<file path="config.mk">
export PLATFORM = sky130hd
export DESIGN_NAME = fifo_rd_drain
export DESIGN_NICKNAME = d
export VERILOG_FILES = /design/src/rtl/fifo_rd_drain.sv
export SDC_FILE = /design/constraint.sdc
export NUM_CORES = 1
export LEC_CHECK = 0
export CAP_MARGIN = 20
export CORE_UTILIZATION = 56
export DETAILED_ROUTE_END_ITERATION = 10
export PLACE_DENSITY = 0.84
export SYNTH_ARGS = -nofsm -noshare
export SYNTH_HDL_FRONTEND = slang
export SYNTH_SLANG_ARGS = --single-unit
</file>
<file path="constraint.sdc">
create_clock -name clk -period 7.2 [get_ports clk]
set_input_delay 1.44 -clock clk [delete_from_list [all_inputs] [get_ports clk]]
set_output_delay 1.44 -clock clk [all_outputs]
set_load 0.02 [all_outputs]
</file>
<file path="src/rtl/fifo_rd_drain.sv">
// fifo_rd_drain
// Read-side drain engine for syn_fifo. It pops words through the FIFO read
// port, absorbs the one-cycle FIFO read latency, and presents the words as a
// valid/ready stream through a 2-entry skid buffer. It also marks fixed-length
// bursts with out_last and counts the words handed off.
//
// Ports:
//   clk         system clock, rising edge (same clock as the FIFO)
//   rst         asynchronous reset, active-low
//   enable      1 = issue FIFO reads; 0 = only drain words already fetched
//   fifo_empty  FIFO empty flag
//   fifo_data   FIFO data_out, valid the cycle after a read is issued
//   fifo_rd_cs  FIFO read chip select (equal to fifo_rd_en)
//   fifo_rd_en  FIFO read enable, one word popped per cycle high
//   out_data    stream data (skid entry 0)
//   out_valid   stream word valid
//   out_ready   downstream accepts the word
//   out_last    current word is beat BURST_LEN-1 of its burst
//   word_count  words handed off since reset, wraps
module fifo_rd_drain #(
  parameter int unsigned DATA_WIDTH = 8,
  parameter int unsigned BURST_LEN  = 4,
  parameter int unsigned CNT_WIDTH  = 16
) (
  input  logic                  clk,
  input  logic                  rst,
  input  logic                  enable,
  input  logic                  fifo_empty,
  input  logic [DATA_WIDTH-1:0] fifo_data,
  output logic                  fifo_rd_cs,
  output logic                  fifo_rd_en,
  output logic [DATA_WIDTH-1:0] out_data,
  output logic                  out_valid,
  input  logic                  out_ready,
  output logic                  out_last,
  output logic [CNT_WIDTH-1:0]  word_count
);

  localparam logic [15:0] LAST_BEAT = 16'(BURST_LEN - 1);

  logic                  inflight;
  logic [1:0]            occ;
  logic [1:0]            occ_n;
  logic [DATA_WIDTH-1:0] buf0;
  logic [DATA_WIDTH-1:0] buf1;
  logic [DATA_WIDTH-1:0] buf0_n;
  logic [DATA_WIDTH-1:0] buf1_n;
  logic [15:0]           beat;
  logic                  pop;
  logic [1:0]            slot;
  logic [2:0]            pend;

  assign out_valid  = (occ != 2'd0);
  assign out_data   = buf0;
  assign out_last   = out_valid & (beat == LAST_BEAT);
  assign fifo_rd_cs = fifo_rd_en;

  always_comb begin
    pop    = out_valid & out_ready;
    // Occupancy after this edge if no new read is issued; a read is allowed
    // only while that leaves room for the word it will return.
    pend   = {1'b0, occ} + {2'b00, inflight} - {2'b00, pop};
    // Gated by rst so the read port stays quiet while reset is held.
    fifo_rd_en = rst & enable & ~fifo_empty & (pend < 3'd2);
    slot   = occ - {1'b0, pop};
    occ_n  = pend[1:0];
    buf0_n = buf0;
    buf1_n = buf1;
    if (pop) begin
      buf0_n = buf1;
    end
    // Capture lands behind whatever survives the pop, preserving FIFO order.
    if (inflight) begin
      if (slot == 2'd0) begin
        buf0_n = fifo_data;
      end else begin
        buf1_n = fifo_data;
      end
    end
  end

  always_ff @(posedge clk or negedge rst) begin
    if (!rst) begin
      inflight   <= 1'b0;
      occ        <= '0;
      buf0       <= '0;
      buf1       <= '0;
      beat       <= '0;
      word_count <= '0;
    end else begin
      inflight <= fifo_rd_en;
      occ      <= occ_n;
      buf0     <= buf0_n;
      buf1     <= buf1_n;
      if (pop) begin
        beat       <= (beat == LAST_BEAT) ? '0 : beat + 16'd1;
        word_count <= word_count + CNT_WIDTH'(1);
      end
    end
  end

endmodule

</file>
==> impl_summary.log, run 1 <==
[metrics] run status: finished clean
[metrics] number of register bits inferred by synthesis: 51
[metrics] area enclosed by the die boundary: 4370 sq um
[metrics] Async S/R FF share, synth: 1.00
[metrics] fraction of the mapped netlist area in adder cells: 0.0305
[metrics] Hold-fix buffers, CTS: 0
[metrics] synth cell count leaders: sky130_fd_sc_hd__dfrtp_1 (51), sky130_fd_sc_hd__nand2_1 (35), sky130_fd_sc_hd__xnor2_1 (19), sky130_fd_sc_hd__nand3_1 (14), sky130_fd_sc_hd__nor2_1 (14)
[metrics] class of the worst hold path: flip-flop to flip-flop
[metrics] portion of the clock cycle consumed by the worst path in the final layout: 0.784
[metrics] Finished Cell Area: 2830 sq um
[metrics] dominant combinational cell family by area after synthesis: simple AND/OR/NAND/NOR gates
[metrics] Setup Crit Path Kind: input pin to output port
[metrics] post-detailed-route count of antenna-violating nets: 0
[metrics] Total Routed Length: 4480 um
[metrics] cell type of the slowest stage on the worst timing path: sky130_fd_sc_hd__clkdlybuf4s50_1
[metrics] clock tree buffer depth: 2
[metrics] synthesized-area fraction occupied by and/or/nand/nor cells: 0.203
[metrics] count of warnings emitted by yosys: 0
[metrics] library cells used by synthesis: 33
[metrics] cell leakage power: 1.26 nW
[metrics] pin count of the biggest net entering global routing: 53
[metrics] routed length per instance: 14.9 um
[metrics] VDD IR max: 0.247 mV
[metrics] Max-Slew Margin vs Limit: 0.454
[metrics] delay of the slowest cell on the worst path: 0.69 ns
[metrics] Pwr per Cell Area: 329 nW/um^2
[metrics] largest cells by area after synthesis: sky130_fd_sc_hd__dfrtp_1 (55%), sky130_fd_sc_hd__xnor2_1 (7.2%), sky130_fd_sc_hd__nand2_1 (5.7%)
[metrics] initial standard-cell utilization of the core: 0.606
[metrics] measured slew at the worst slew-check pin: 0.819 ns
[metrics] endpoints failing hold: 0
[metrics] Worst Setup End Kind: output port
[metrics] setup TNS after final layout: 0 ns
[metrics] layout-stage area growth over the synthesis result: 22.9%
[metrics] Std-Cell Rows: 22
[metrics] compound-gate portion of the synthesized area: 0.0435
[metrics] Detail Placement HPWL: 3180 um
[metrics] via count: 1713
[metrics] Final min period: 5.65 ns
[metrics] syn_nets: 227
[metrics] Post-route DRC: 0
[metrics] type of origin of the critical path: input pin
[metrics] signal arrival time at the worst endpoint: 4.21 ns
[metrics] Final GP Congestion: 0.823
[metrics] Buf/Inv on CP: 2
[metrics] flop-to-flop setup slack: 4.97 ns
[metrics] largest area contributor in the synthesized netlist: sky130_fd_sc_hd__dfrtp_1
[metrics] number of flops mapped to enable cells by yosys: 0
[metrics] xor/xnor cell area share of the yosys netlist: 0.110
[metrics] number of nets in the final layout: 269
[metrics] final clock skew: 0.00490 ns
[metrics] global-route congestion overflow total: 0
[metrics] number of fill cells in the layout: 267
[metrics] Final Max Tran Viols: 0
[metrics] share of cell area taken by muxes after synthesis: 0.0392
[metrics] highest clock frequency the design can meet: 177 MHz
[metrics] endpoint required time on the critical path: 5.76 ns
[metrics] CP Cell Sequence: clkdlybuf4s50_1 > nand3b_1 > nand2_1 > ha_1 > fa_1 > nor4_1 > clkdlybuf4s50_1
[metrics] Ports: 41
[metrics] sequential fraction of the synthesis area: 0.555
[metrics] floorplan die height: 66.1 um
[metrics] CTS H-Tree Depth: 2
[metrics] instance count after placement with tap cells included: 292
[metrics] max_cap viols: 0
[metrics] initial antenna violation count: 0
[metrics] area share of the largest cell type after synthesis: 0.555
[metrics] placed inst area: 2730 sq um
[metrics] final cell count without fillers: 300
[metrics] worst hold slack across all endpoints: 0.476 ns
[metrics] n_diodes: 0
[metrics] number of setup violations in the final report: 0
[metrics] number of sinks on the clock net: 51
[metrics] number of cells produced by synthesis: 209
[metrics] quantity of gates resized following cts: 0
[metrics] CP top delay family: buffers and inverters
[metrics] Core ar.: 3800 sq um
[metrics] die span in x: 66.1 um
[metrics] most common cell type on the critical path: sky130_fd_sc_hd__clkdlybuf4s50_1
[metrics] fraction of final layout cells with drive strength greater than 1: 0.0952
[metrics] number of CTS-inserted buffers: 5
[metrics] Iter 0 DRT Violations: 146
[metrics] Netlist Area Pre-Place: 2300 sq um
[metrics] global-route wire length before repair: 8020 um
[metrics] count leader, synth: sky130_fd_sc_hd__dfrtp_1
[metrics] post-layout total power: 0.930 mW
[metrics] TritonCTS clock tree: built
[metrics] clock root buffer master: sky130_fd_sc_hd__clkbuf_8
[metrics] flip-flop cell with the highest count after synthesis: sky130_fd_sc_hd__dfrtp_1
[metrics] highest fanout seen on the critical path: 6
[metrics] Clk pin slew, worst setup/hold paths: 0.08 ns
[metrics] vias in the first global route: 1772
[metrics] number of buffers added on ports: 40
[metrics] average cell area after synthesis: 11.0 sq um
[metrics] setup repair after global routing missed its margin: no
[metrics] total setup buffers inserted after CTS: 0
[metrics] clock network latency to the later pin of the worst-skew pair: 0.30 ns
[metrics] Avg Vias per Cell: 5.71
[metrics] number of iterations in the first detailed-routing pass: 4
[metrics] global-route total usage across every layer: 0.245
==> flip-flops by register name, indices dropped and copies added, names as in the netlist <==
register	count
buf1	8
word_count	16
inflight	1
occ	2
out_data	8
beat	16
==> area by class of cell <==
class | instances | area (sq um) | share of cell area
well taps | 48 | 60.1 | 0.0212
inverters | 2 | 7.51 | 0.00265
flip-flops and latches | 51 | 1280 | 0.451
repair buffers | 41 | 403 | 0.142
multi-input cells | 150 | 982 | 0.347
clock buffers | 8 | 100 | 0.0354
==> final timing paths <==
check                           cells past startpoint              to      startpoint
worst max-delay path                                7      fifo_rd_cs       out_ready
worst min-delay path                                1  word_count[15]  word_count[15]
worst max register to register                      5     out_data[7]          occ[0]
worst min register to register                      1  word_count[15]  word_count[15]
max in group asynchronous                           2         buf1[1]             rst
min in group asynchronous                           2   word_count[5]             rst
==> layer usage <==
layer	share of wire	GRT usage	up-vias
met5	0	0	-
met4	0.017	0.0798	0
met3	0.038	0.0448	9
met2	0.53	0.438	42
met1	0.42	0.298	866
li1	-	-	796
==> power by group <==
| part | internal (mW) | leakage [nW] | switching [mW] | total (mW) |
|---|---|---|---|---|
| clock network | 0.0878 | 0.0515 | 0.0874 | 0.175 |
| registers | 0.363 | 0.667 | 0.0724 | 0.435 |
| logic | 0.155 | 0.540 | 0.165 | 0.320 |
| total | 0.605 | 1.26 | 0.325 | 0.930 |
==> metrics by stage <==
| stage | setup slack, ns | utilization |
|---|---|---|
| global route | 1.31 | 0.745 |
| floorplan | 2.27 | - |
| finish | 1.55 | 0.745 |
| global placement | 1.69 | 0.718 |
| CTS | 1.52 | 0.745 |
| detailed placement | 1.53 | 0.718 |
==> cells in the final DEF (no fill, tap or decap), types with 2 or more instances in the layout <==
master and n:
sky130_fd_sc_hd__nor3_1 4, sky130_fd_sc_hd__xnor2_1 19, sky130_fd_sc_hd__or2_2 2, sky130_fd_sc_hd__mux2_2 8, sky130_fd_sc_hd__and2_1 2, sky130_fd_sc_hd__inv_1 2, sky130_fd_sc_hd__and3_1 3, sky130_fd_sc_hd__clkbuf_8 7
sky130_fd_sc_hd__nor4_1 3, sky130_fd_sc_hd__o211ai_1 2, sky130_fd_sc_hd__ha_1 4, sky130_fd_sc_hd__nand4_1 7, sky130_fd_sc_hd__nand2_1 35, sky130_fd_sc_hd__nor2_1 14, sky130_fd_sc_hd__xor2_1 10, sky130_fd_sc_hd__nand3_1 14
sky130_fd_sc_hd__dfrtp_1 51, sky130_fd_sc_hd__a31oi_1 8, sky130_fd_sc_hd__nor4_2 2, sky130_fd_sc_hd__clkdlybuf4s50_1 39
==> cell families after synthesis <==
kind of cell / after synthesis
multiplexers: 8
flip-flops: 51
AO/OA/AOI/OAI: 14
adder cells (fa/ha/maj): 5
AND/OR/NAND/NOR: 94
buffers and inverters: 8
XOR/XNOR: 29
No activity file was read; power rests on OpenSTA's default activity.
==> inputs of run 2 (changes only) <==
CORE_UTILIZATION = 52   (was 56)
PLACE_DENSITY = 0.79   (was 0.84)
clock period = 5.66 ns   (was 7.2 ns; I/O delays follow)
==> run 2 against run 1 <==
Effect of this change: routed wire length decreased by 3.8%; die area increased by 7.5%; clock power increased by 70%; worst setup slack got worse by 0.90 ns; flip-flop and latch count unchanged; final cell count increased by 0.67%; final area increased by 1.4%; hold slack got worse by 0.0066 ns; via count decreased by 3.4%; register-to-register slack got worse by 1.5 ns; largest power group unchanged.
==> impl_summary.log, run 2 (synthesis results as in run 1) <==
[metrics] TritonCTS clock tree: built
[metrics] signal arrival time at the worst endpoint: 3.87 ns
[metrics] global-route congestion overflow total: 0
[metrics] commonest non-fill, non-tap cell in the layout: sky130_fd_sc_hd__dfrtp_1
[metrics] routed length per instance: 14.3 um
[metrics] CP Cell Sequence: clkdlybuf4s50_1 > nand3b_1 > nand2_1 > ha_1 > fa_1 > nor4_1 > clkdlybuf4s50_1
[metrics] smallest setup slack after layout: 0.660 ns
[metrics] VDD IR max: 0.249 mV
[metrics] clock root buffer master: sky130_fd_sc_hd__clkbuf_8
[metrics] quantity of gates resized following cts: 0
[metrics] clock tree buffer depth: 2
[metrics] via count: 1654
[metrics] Core ar.: 4120 sq um
[metrics] Reg-to-Reg Start: occ[0]
[metrics] Avg Vias per Cell: 5.48
[metrics] final cell count without fillers: 302
[metrics] area enclosed by the die boundary: 4690 sq um
[metrics] Std-Cell Rows: 23
[metrics] hold_sp: word_count[15]
[metrics] cell type of the slowest stage on the worst timing path: sky130_fd_sc_hd__clkdlybuf4s50_1
[metrics] measured slew at the worst slew-check pin: 0.765 ns
[metrics] met1 layer usage reported by global route: 0.276
[metrics] endpoint required time on the critical path: 4.53 ns
[metrics] die span in x: 68.5 um
[metrics] highest fanout seen on the critical path: 6
[metrics] total setup buffers inserted after CTS: 0
[metrics] setup TNS after final layout: 0 ns
[metrics] pin count of the biggest net entering global routing: 52
[metrics] post-detailed-route count of antenna-violating nets: 0
[metrics] Setup Crit Path Kind: input pin to output port
[metrics] number of setup violations in the final report: 0
[metrics] Clk pin slew, worst setup/hold paths: 0.09 ns
[metrics] run status: finished clean
[metrics] number of sinks on the clock net: 51
[metrics] initial antenna violation count: 0
[metrics] class of the worst hold path: flip-flop to flip-flop
[metrics] Pwr per Cell Area: 436 nW/um^2
[metrics] max_cap viols: 0
[metrics] clock network latency to the later pin of the worst-skew pair: 0.30 ns
[metrics] fraction of final layout cells with drive strength greater than 1: 0.0992
[metrics] most crowded layer after global routing: met2
[metrics] portion of the clock cycle consumed by the worst path in the final layout: 0.883
[metrics] Hold-fix buffers, CTS: 0
[metrics] type of origin of the critical path: input pin
[metrics] portion of total power attributed to the clock network: 0.237
[metrics] critical path startpoint: out_ready
[metrics] Post-Place Setup Slack: 0.689 ns
[metrics] met3 Track Usage GR: 0.0592
[metrics] endpoints failing hold: 0
[metrics] Worst Setup End Kind: output port
[metrics] cell leakage power: 1.27 nW
[metrics] number of fill cells in the layout: 309
[metrics] n_diodes: 0
[metrics] multi-input combinational cell area: 982 sq um
[metrics] combinational share of power: 0.320
[metrics] registers with the highest flip-flop counts: beat x16, word_count x16
[metrics] Psw: 0.417 mW
[metrics] fraction of power consumed by sequential logic: 0.442
[metrics] most common cell type on the critical path: sky130_fd_sc_hd__clkdlybuf4s50_1
[metrics] layout-stage area growth over the synthesis result: 24.6%
[metrics] Iter 0 DRT Violations: 131
[metrics] Detail Placement HPWL: 2920 um
[metrics] vias in the first global route: 1555
[metrics] number of iterations in the first detailed-routing pass: 4
[metrics] delay of the slowest cell on the worst path: 0.70 ns
[metrics] CTS H-Tree Depth: 2
[metrics] initial standard-cell utilization of the core: 0.559
[metrics] global-route total usage across every layer: 0.211
[metrics] number of CTS-inserted buffers: 5
[metrics] Final GP Congestion: 0.792
[metrics] final clock skew: 0.00623 ns
[metrics] setup repair after global routing missed its margin: no
[metrics] worst hold slack across all endpoints: 0.470 ns
[metrics] number of buffers added on ports: 40
[metrics] floorplan die height: 68.5 um
[metrics] Post-route DRC: 0
[metrics] post-layout total power: 1.25 mW
[metrics] Ports: 41
[metrics] register area: 1280 sq um
[metrics] number of nets in the final layout: 269
[metrics] instance count after placement with tap cells included: 294
[metrics] Final Max Tran Viols: 0
[metrics] highest-count cells in the layout ignoring fill and taps: sky130_fd_sc_hd__dfrtp_1 (51), sky130_fd_sc_hd__clkdlybuf4s50_1 (39), sky130_fd_sc_hd__nand2_1 (35)
[metrics] net switching fraction of the power: 0.333
[metrics] Total Routed Length: 4310 um
[metrics] Final min period: 5.00 ns
[metrics] GRT met2 Usage: 0.336
[metrics] highest clock frequency the design can meet: 200 MHz
[metrics] Max-Slew Margin vs Limit: 0.490
[metrics] global-route wire length before repair: 7070 um
[metrics] Int Pwr: 0.833 mW
==> run 2: cell types whose count changed in the layout (fill, tap and decap cells not counted), sizes merged <==
cell,previous run,this run
clkbuf,8,5
bufinv,0,2
clkinvlp,0,1
==> run 2: final timing paths <==
| kind | to | slack, ns | cells after the start |
|---|---|---|---|
| max | fifo_rd_en | 0.66 | 7 |
| min | word_count[15] | 0.47 | 1 |
| max reg2reg | out_data[7] | 3.47 | 5 |
| min reg2reg | word_count[15] | 0.47 | 1 |
| max in group asynchronous | beat[9] | 4.26 | 2 |
| min in group asynchronous | beat[6] | 0.97 | 2 |
==> run 2: power by group through the flow <==
stage | registers, mW | clock network [mW] | logic [mW]
after global routing | 0.567 | 0.320 | 0.442
after floorplan | 0.587 | 0 | 0.217
after CTS | 0.552 | 0.304 | 0.406
after global placement | 0.555 | 0 | 0.392
final | 0.553 | 0.297 | 0.400
after detailed placement | 0.558 | 0 | 0.402
==> run 2: metrics by stage <==
step                 util  area, sq um
CTS                 0.697         2870
global route        0.697         2870
finish              0.697         2870
floorplan               -         2300
global placement    0.664         2730
detailed placement  0.664         2730
==> run 2: critical path, delay by kind of cell <==
kind,cells,cell delay (ns)
adders and majority gates,2,0.61
buffers and inverters,2,1.27
and+or+nand+nor,3,0.85
==> run 2: area by class of cell <==
class,instances,area share
Clock inverter,3,0.0236
Timing Repair Buffer,41,0.140
Clock buffer,5,0.0240
Multi-Input combinational cell,150,0.342
Tap cell,50,0.0218
Sequential cell,51,0.445
Inverter,2,0.00262
==> run 2: routing by layer <==
layer  vias up  routed length [um]
met4         0                  55
met3         6                 191
met2        37                2050
met5         -                   0
met1       811                2010
li1        800                   -
